### config.mk
export PLATFORM = sky130hd
export DESIGN_NAME = output_accum_sequencer_flat
export DESIGN_NICKNAME = d
export VERILOG_FILES = /design/src/rtl/output_accum_sequencer_if.sv /design/src/rtl/output_accum_sequencer.sv /design/src/flat_wrapper.sv
export SDC_FILE = /design/constraint.sdc
export NUM_CORES = 1
export LEC_CHECK = 0
export BUFFER_PORTS_ARGS = -buffer_cell sky130_fd_sc_hd__buf_2
export CORE_ASPECT_RATIO = 0.5
export CORE_UTILIZATION = 49
export DETAILED_ROUTE_END_ITERATION = 6
export MAX_ROUTING_LAYER = met4
export PLACE_DENSITY = 0.76
export SLEW_MARGIN = 10
export SYNTH_ARGS = -nofsm -noshare
export SYNTH_HDL_FRONTEND = slang
export SYNTH_SLANG_ARGS = --single-unit
### constraint.sdc
create_clock -name clk -period 3.9 [get_ports clk]
set_input_delay 0.585 -clock clk [delete_from_list [all_inputs] [get_ports clk]]
set_output_delay 0.585 -clock clk [all_outputs]
set_load 0.1 [all_outputs]
### src/rtl/output_accum_sequencer_if.sv
// Output-accumulation sequencer bus: tile command, systolic-output handshake, BRAM lane controls.
// Ports: en/mode/lane_mask/base_addr/tile_len/in_valid toward the sequencer, the rest from it.
// master = tile controller / systolic array side, slave = sequencer side.
interface output_accum_sequencer_if #(
  parameter int NUM_LANES = 16,
  parameter int AW        = 10
);
  logic                 en;
  logic                 mode;
  logic [NUM_LANES-1:0] lane_mask;
  logic [AW-1:0]        base_addr;
  logic [AW:0]          tile_len;
  logic                 in_valid;
  logic                 in_ready;
  logic [AW-1:0]        addr;
  logic [NUM_LANES-1:0] enb_result;
  logic [NUM_LANES-1:0] ena_result;
  logic [NUM_LANES-1:0] wea_result;
  logic                 sel_acc;
  logic                 en_reg_adder;
  logic                 done;
  logic                 busy;

  modport master (
    output en, mode, lane_mask, base_addr, tile_len, in_valid,
    input  in_ready, addr, enb_result, ena_result, wea_result,
    input  sel_acc, en_reg_adder, done, busy
  );

  modport slave (
    input  en, mode, lane_mask, base_addr, tile_len, in_valid,
    output in_ready, addr, enb_result, ena_result, wea_result,
    output sel_acc, en_reg_adder, done, busy
  );
endinterface

### src/rtl/output_accum_sequencer.sv
// Sequences read-modify-write (or plain write) of one systolic output tile into per-lane result BRAMs.
// Latency: 5+RD_LAT cycles per element in accumulate mode, 3 in overwrite mode; done one cycle after the last element.
// Backpressure: in_ready is high only while waiting for a value; in_valid is ignored at all other times.
// Ports: clk, rst (async active-low), bus (slave modport): tile command in, handshake, BRAM enables,
//        shared address, adder operand select / register enable, done pulse, busy level.
module output_accum_sequencer #(
  parameter int DW        = 16,
  parameter int NUM_LANES = 16,
  parameter int RD_LAT    = 1,
  parameter int AW        = 10
) (
  input logic                     clk,
  input logic                     rst,
  output_accum_sequencer_if.slave bus
);

  if (RD_LAT < 1 || RD_LAT > 4) begin : g_bad_rd_lat
    $error("RD_LAT must be in 1..4");
  end
  if (DW < 1) begin : g_bad_dw
    $error("DW must be at least 1");
  end

  typedef enum logic [2:0] {
    S_IDLE, S_WAIT_VAL, S_READ, S_WAIT_LAT, S_LATCH, S_WRITE, S_ADVANCE, S_DONE
  } state_t;

  localparam logic [AW:0] IDX_ONE  = {{AW{1'b0}}, 1'b1};
  localparam logic [2:0]  LAT_LAST = 3'(RD_LAT - 1);

  state_t               state, state_n;
  logic [AW:0]          idx, idx_n;       // one bit wider than the address so a full 2^AW tile fits
  logic [AW:0]          len_l, len_n;
  logic                 mode_l, mode_n;
  logic [NUM_LANES-1:0] mask_l, mask_n;
  logic [AW-1:0]        base_l, base_n;
  logic [2:0]           lat_cnt, lat_n;

  logic                 in_ready_q, sel_q, adder_q, done_q, busy_q;
  logic [AW-1:0]        addr_q;
  logic [NUM_LANES-1:0] enb_q, wr_q;

  always_comb begin
    state_n = state;
    idx_n   = idx;
    len_n   = len_l;
    mode_n  = mode_l;
    mask_n  = mask_l;
    base_n  = base_l;
    lat_n   = lat_cnt;
    case (state)
      S_IDLE: begin
        if (bus.en) begin
          mode_n  = bus.mode;
          mask_n  = bus.lane_mask;
          base_n  = bus.base_addr;
          len_n   = bus.tile_len;
          idx_n   = '0;
          state_n = (bus.tile_len == '0) ? S_DONE : S_WAIT_VAL;
        end
      end
      S_WAIT_VAL: begin
        if (bus.in_valid) state_n = mode_l ? S_WRITE : S_READ;
      end
      S_READ: begin
        lat_n   = '0;
        state_n = S_WAIT_LAT;
      end
      S_WAIT_LAT: begin
        if (lat_cnt == LAT_LAST) state_n = S_LATCH;
        else                     lat_n   = lat_cnt + 3'd1;
      end
      S_LATCH:   state_n = S_WRITE;
      S_WRITE:   state_n = S_ADVANCE;
      S_ADVANCE: begin
        if (idx == len_l - IDX_ONE) begin
          state_n = S_DONE;
        end else begin
          idx_n   = idx + IDX_ONE;
          state_n = S_WAIT_VAL;
        end
      end
      S_DONE:    state_n = S_IDLE;
      default:   state_n = S_IDLE;
    endcase
  end

  // Outputs are decoded from the next state so they line up with the state register.
  always_ff @(posedge clk or negedge rst) begin
    if (!rst) begin
      state      <= S_IDLE;
      idx        <= '0;
      len_l      <= '0;
      mode_l     <= 1'b0;
      mask_l     <= '0;
      base_l     <= '0;
      lat_cnt    <= '0;
      in_ready_q <= 1'b0;
      addr_q     <= '0;
      enb_q      <= '0;
      wr_q       <= '0;
      sel_q      <= 1'b0;
      adder_q    <= 1'b0;
      done_q     <= 1'b0;
      busy_q     <= 1'b0;
    end else begin
      state      <= state_n;
      idx        <= idx_n;
      len_l      <= len_n;
      mode_l     <= mode_n;
      mask_l     <= mask_n;
      base_l     <= base_n;
      lat_cnt    <= lat_n;
      in_ready_q <= (state_n == S_WAIT_VAL);
      addr_q     <= (state_n != S_IDLE) ? base_n + idx_n[AW-1:0] : '0;
      enb_q      <= (state_n == S_READ || state_n == S_WAIT_LAT) ? mask_n : '0;
      wr_q       <= (state_n == S_WRITE) ? mask_n : '0;
      sel_q      <= (state_n != S_IDLE) & ~mode_n;
      adder_q    <= (state_n == S_LATCH);
      done_q     <= (state_n == S_DONE);
      busy_q     <= (state_n != S_IDLE);
    end
  end

  assign bus.in_ready     = in_ready_q;
  assign bus.addr         = addr_q;
  assign bus.enb_result   = enb_q;
  assign bus.ena_result   = wr_q;
  assign bus.wea_result   = wr_q;
  assign bus.sel_acc      = sel_q;
  assign bus.en_reg_adder = adder_q;
  assign bus.done         = done_q;
  assign bus.busy         = busy_q;

endmodule

### src/flat_wrapper.sv
// flat-port wrapper written by rule: the top's interface ports become plain ports
module output_accum_sequencer_flat 
#(
  parameter int DW        = 16,
  parameter int NUM_LANES = 16,
  parameter int RD_LAT    = 1,
  parameter int AW        = 10
)
  (clk, rst, bus_en, bus_mode, bus_lane_mask, bus_base_addr, bus_tile_len, bus_in_valid, bus_in_ready, bus_addr, bus_enb_result, bus_ena_result, bus_wea_result, bus_sel_acc, bus_en_reg_adder, bus_done, bus_busy);
  output_accum_sequencer_if #(.NUM_LANES(NUM_LANES), .AW(AW)) bus_i ();
  input logic clk;
  input logic rst;
  input wire logic [$bits(bus_i.en)-1:0] bus_en;
  input wire logic [$bits(bus_i.mode)-1:0] bus_mode;
  input wire logic [$bits(bus_i.lane_mask)-1:0] bus_lane_mask;
  input wire logic [$bits(bus_i.base_addr)-1:0] bus_base_addr;
  input wire logic [$bits(bus_i.tile_len)-1:0] bus_tile_len;
  input wire logic [$bits(bus_i.in_valid)-1:0] bus_in_valid;
  output wire logic [$bits(bus_i.in_ready)-1:0] bus_in_ready;
  output wire logic [$bits(bus_i.addr)-1:0] bus_addr;
  output wire logic [$bits(bus_i.enb_result)-1:0] bus_enb_result;
  output wire logic [$bits(bus_i.ena_result)-1:0] bus_ena_result;
  output wire logic [$bits(bus_i.wea_result)-1:0] bus_wea_result;
  output wire logic [$bits(bus_i.sel_acc)-1:0] bus_sel_acc;
  output wire logic [$bits(bus_i.en_reg_adder)-1:0] bus_en_reg_adder;
  output wire logic [$bits(bus_i.done)-1:0] bus_done;
  output wire logic [$bits(bus_i.busy)-1:0] bus_busy;
  assign bus_i.en = bus_en;
  assign bus_i.mode = bus_mode;
  assign bus_i.lane_mask = bus_lane_mask;
  assign bus_i.base_addr = bus_base_addr;
  assign bus_i.tile_len = bus_tile_len;
  assign bus_i.in_valid = bus_in_valid;
  assign bus_in_ready = bus_i.in_ready;
  assign bus_addr = bus_i.addr;
  assign bus_enb_result = bus_i.enb_result;
  assign bus_ena_result = bus_i.ena_result;
  assign bus_wea_result = bus_i.wea_result;
  assign bus_sel_acc = bus_i.sel_acc;
  assign bus_en_reg_adder = bus_i.en_reg_adder;
  assign bus_done = bus_i.done;
  assign bus_busy = bus_i.busy;
  output_accum_sequencer #(.DW(DW), .NUM_LANES(NUM_LANES), .RD_LAT(RD_LAT), .AW(AW)) u_core (.clk(clk), .rst(rst), .bus(bus_i));
endmodule
# After elaboration in Yosys (flattened, before gate mapping)
# Index checks and enable logic that the tools add are counted.
# Widths: inputs -> output; s select.
[word_totals]
elab_cells = 70
inputBits = 42
register_bits = 102
out_inout_bits = 63
[op_classes]
muxes = 21
add_sub_neg = 4
eq_ne = 17
reduce_logical = 10
bitwise = 2
[ops]
columns = ["operator", "n"]
rows = [
  ["$mux 16", 4],
  ["$mux 10", 3],
  ["$pmux 3 s8", 1],
  ["$mux 11", 2],
  ["$pmux 11 s2", 1],
  ["$eq 3x3->1 const B", 7],
  ["$mux 3", 7],
  ["$eq 3x2->1 const B", 4],
  ["$add 11x1->11 const B", 1],
  ["$eq 11x11->1", 1],
  ["$logic_not 11->1", 1],
  ["$sub 11x1->11 const B", 1],
  ["$add 10x10->10", 1],
  ["$eq 3x1->1 const B", 2],
  ["$logic_not 3->1", 2],
  ["$ne 2x2->1 const B", 3],
  ["$pmux 3 s2", 1],
  ["$reduce_and 2->1", 2],
  ["$reduce_bool 2->1", 2],
  ["$add 3x1->3 const B", 1],
  ["$reduce_and 3->1", 1],
  ["$reduce_bool 3->1", 1],
  ["$mux 1", 2],
  ["$and 1x1->1", 1],
  ["other kinds (2)", 2],
]

# Depth between registers and ports, before layout
[logic_depth]
word_depth = 7
depth_mapped = 19
ltp_nobuf = 18

# Least setup slack after synthesis
# Ideal clock, no wire load.
[synth_timing]
path_type = "reg-to-reg"
start = "register u_core.len_l[0]"
end = "register u_core.addr_q[9] (netlist: u_core.bus.addr[9])"
stages_incl_launch_ff = 15
synth_period_minus_slack_ps = 3731
arrival_ps = 3604
n_path_buf = 1
required_ps = 3773
slack_ps = 169
setup_time_ps = 127
cell_sequence = "dfrtp_1 -> or4_1 -> buf_2 -> or4_4 -> a2111oi_4 -> a21oi_2 -> and3_1 -> mux2i_1 -> ha_1 -> a21o_1 -> a21o_1 -> a21o_1 -> a31oi_1 -> a31oi_1 -> mux2i_1"
[synth_between]
elab_chain_len = 6
word_cells_on_any_way = 9
classes_between = "add/sub: 2; eq/ne: 1; mux: 5; reduce/logical: 1"
[synth_lines]
columns = ["element", "line", "text"]
rows = [
  ["from (decl)", "output_accum_sequencer.sv:33", "logic [AW:0] len_l, len_n;"],
  ["from (signal assigned)", "output_accum_sequencer.sv:109", "len_l <= len_n;"],
  ["$sub 11x1->11", "output_accum_sequencer.sv:76", "if (idx == len_l - IDX_ONE) begin"],
  ["$eq 11x11->1", "output_accum_sequencer.sv:76", ""],
  ["$mux 11", "output_accum_sequencer.sv:76", ""],
  ["$pmux 11 s2", "output_accum_sequencer.sv:51", "case (state)"],
  ["named net u_core.idx_n[6]", "output_accum_sequencer.sv:32", "logic [AW:0] idx, idx_n;"],
  ["$add 10x10->10", "output_accum_sequencer.sv:115", "addr_q <= (state_n != S_IDLE) ? base_n + idx_n[AW-1:0] : '0;"],
  ["$mux 10", "output_accum_sequencer.sv:115", ""],
  ["to (signal assigned)", "output_accum_sequencer.sv:115", ""],
  ["to (decl)", "output_accum_sequencer.sv:40", "logic [AW-1:0] addr_q;"],
]
# The timed path passes the listed nets, and every way through them passes these cells. The select of a mux whose other input is x is not followed.
# A chain may end at the register's enable or synchronous reset.

# Final worst setup path
# Ends and elaborated chain as after synthesis.

==> results.tsv <==
stage	metric	value	unit
min_path	worst min path class	in2async	
cts	CTS sink cnt	102	
route	initial DRC count	255	
cts	Worst-Skew Late Latency	0.34	ns
critical_path	crit path max fanout	6	
sta	final setup margin	0.138	ns
cts	clock buffer count from CTS	9	
cts	clk slew on worst S/H paths	0.07	ns
floorplan	Rows	25	
cells_and_area	Syn-to-layout area delta	21.1	%
cells_and_area	commonest cells after routing, fill and taps aside	103 x buf_2, 102 x dfrtp_1, 86 x nand2_1	
route	drt wl/cell	14.4	um
global_routing	first-pass GRT wire length	17000	um
critical_path	CP cell instances	or4_4, or4_4, a2111oi_4, a21oi_2, and3_1, mux2i_1, ha_1, a21o_1, a21o_1, a21o_1, a31oi_1, a31oi_1, mux2i_1	
cts	hold_buf cts	0	
sta	fmax	266	MHz
route	drt drc	0	
route	first drt pass iteration count	5	
route	post-DR vias/cell	5.15	
yosys	YS warnings	0	
placement	pre-CTS setup slack	-0.0392	ns
run	Max Cap Viol	0	
sta	Worst Clk Skew	0.00440	ns
placement	routability cong.	0.960	
floorplan	die area	0.0105	mm^2
sta	Final setup viols	0	
route	via count	3814	
route	highest metal used	met4	
route	Detail Route Antenna Nets	0	
sta	min cycle time layout	3.76	ns
critical_path	Worst EP required	4.13	ns
global_routing	largest net degree at the start of global routing	43	
sta	fin crit share	0.965	
cells_and_area	Antenna diodes	0	
yosys	register area share after synthesis	0.515	
global_routing	gr usage total	0.219	
critical_path	CP top delay family	simple AND/OR/NAND/NOR gates	
run_status	status	finished clean	
cells_and_area	most common cell after layout, fill and taps aside	buf_2	
floorplan	core area	0.00963	mm^2
yosys	Avg Inst Size Synth	9.96	um^2
sta	Least-Margin Pin Slew	0.840	ns
yosys	synthesized cell area	0.00495	mm^2
sta	worst relative slew slack	0.426	
floorplan	I/O pin count	105	
route	wire length on met3	636	um
global_routing	antenna violations before repair	0	
sta	Max Slew Vio Count	0	
cts	clock buffer depth	2	
route	Met2 Routed Length	4990	um
placement	HPWL Detailed	7640	um
yosys	Mapped Nets	552	
critical_path	CP max-delay cell	or4_4	
cts	H-Tree Depth	3	
floorplan	die width	144	um
cells_and_area	Final nets	655	
cells_and_area	share of layout cells above drive strength 1	0.299	
placement	number of port buffers	104	
critical_path	Crit. End Element	register	
yosys	EDFF count, synth	0	
route	overall routed net length	10600	um
global_routing	grt total ovfl	0	
critical_path	CP peak stage delay	0.60	ns
yosys	Primary FF master, synth	dfrtp_1	
critical_path	CP Launch Type	register	
cts	Root Buffer	clkbuf_16	
critical_path	crit path DAT	3.99	ns
cts	CTS tree	done	
critical_path	WP buf/inv	0	
yosys	Yosys reg bits	102	
critical_path	crit path kind	reg2reg	
floorplan	die height	73.1	um
route	metal1 wirelength	4910	um
yosys	Distinct cells, synth	61	
yosys	Async S/R FF share, synth	1.00	
global_routing	vias in the first global route	3490	
sta	Final TNS setup	0	ns
yosys	Mapped Cells	497	
cells_and_area	fin util	0.622	
cells_and_area	Filler cells	806	
critical_path	cell mode on critical path	a21o_1	
sta	Final Hold Viols	0	
floorplan	Initial Utilization	0.514	
==> synthesized netlist by cell type (all sizes together) (2+ instances only) <==
master   instances  area share
nor3            12       0.012
a21o             7       0.011
a21oi           13       0.014
clkinv           2      0.0018
inv             31       0.023
dfrtp          102        0.52
nand2b           6      0.0076
a31oi            6      0.0076
ha              12       0.030
nor2            52       0.055
or2              4      0.0051
o31ai            3      0.0045
xor2             8       0.014
nand2           87       0.066
buf             22       0.033
a2111oi          2      0.0073
xnor2            6       0.011
o31a             2      0.0035
and3            14       0.018
a211o            2      0.0035
nand3           10       0.010
o21ai           11       0.011
nor2b            2      0.0025
clkbuf          13      0.0099
mux2i           27       0.055
nor3b            2      0.0040
or4              2      0.0038
and2             7      0.0093
nand4            4      0.0051
nor4             5      0.0063
==> repair_timing <==
| item | 4_1_cts | 5_1_grt |
|---|---|---|
| pin swaps | 0 | 5 |
| buffers inserted | 0 | 4 |
| setup endpoints to repair | 1 | 7 |
| gates resized for setup | 1 | 16 |
==> cell type report <==
class / instances / area, um^2 / area share
clock buffers: 9 / 225 / 0.0376
clock inverters: 7 / 97.6 / 0.0163
inverters: 33 / 125 / 0.0209
well taps: 135 / 169 / 0.0282
repair buffers: 127 / 696 / 0.116
multi-input cells: 327 / 2130 / 0.356
flip-flops and latches: 102 / 2550 / 0.426
==> through the flow <==
step / cells / instance area (um^2) / hold WS, ns
6_report: 740 / 6000 / 0.223
4_1_cts: 736 / 5900 / 0.235
3_3_place_gp: 720 / 5570 / 0.462
2_1_floorplan: 497 / 4950 / 0.289
5_1_grt: 740 / 6000 / 0.256
3_5_place_dp: 720 / 5570 / 0.473
==> state kept, by name (all words and copies together) (netlist names), 3 cells and up <==
name / flops
u_core.state: 3
u_core.mask_l: 16
u_core.lat_cnt: 3
u_core.bus.addr: 10
u_core.bus.ena_result: 16
u_core.idx: 11
u_core.len_l: 11
u_core.bus.enb_result: 16
u_core.base_l: 10
==> per-layer routing <==
metal | vias to the layer above | GRT usage
met5 | - | -
met4 | 0 | 0.0585
met1 | 1834 | 0.286
met2 | 119 | 0.352
met3 | 10 | 0.0440
li1 | 1851 | -
==> final timing paths <==
path / startpoint / slack (ns) / to / cells after the start
max: u_core.len_l[0] / 0.14 / u_core.bus.addr[9] / 13
min: rst / 0.22 / u_core.bus.addr[7] / 1
max reg2reg: u_core.len_l[0] / 0.14 / u_core.bus.addr[9] / 13
min reg2reg: u_core.base_l[8] / 0.49 / u_core.base_l[8] / 2
max in group asynchronous: rst / 2.77 / u_core.bus.enb_result[11] / 2
min in group clk: bus_tile_len[7] / 0.45 / u_core.len_l[7] / 3
==> cells by family after synthesis <==
group                    share of synthesized area
AND/OR/NAND/NOR                              0.209
flip-flops                                   0.515
buffers and inverters                       0.0685
AO/OA/AOI/OAI                               0.0935
multiplexers                                0.0546
XOR/XNOR                                    0.0248
adder cells (fa/ha/maj)                     0.0344
Power is not shown: default switching activity piles up to over one toggle a cycle in this logic, so the estimate is an artifact.
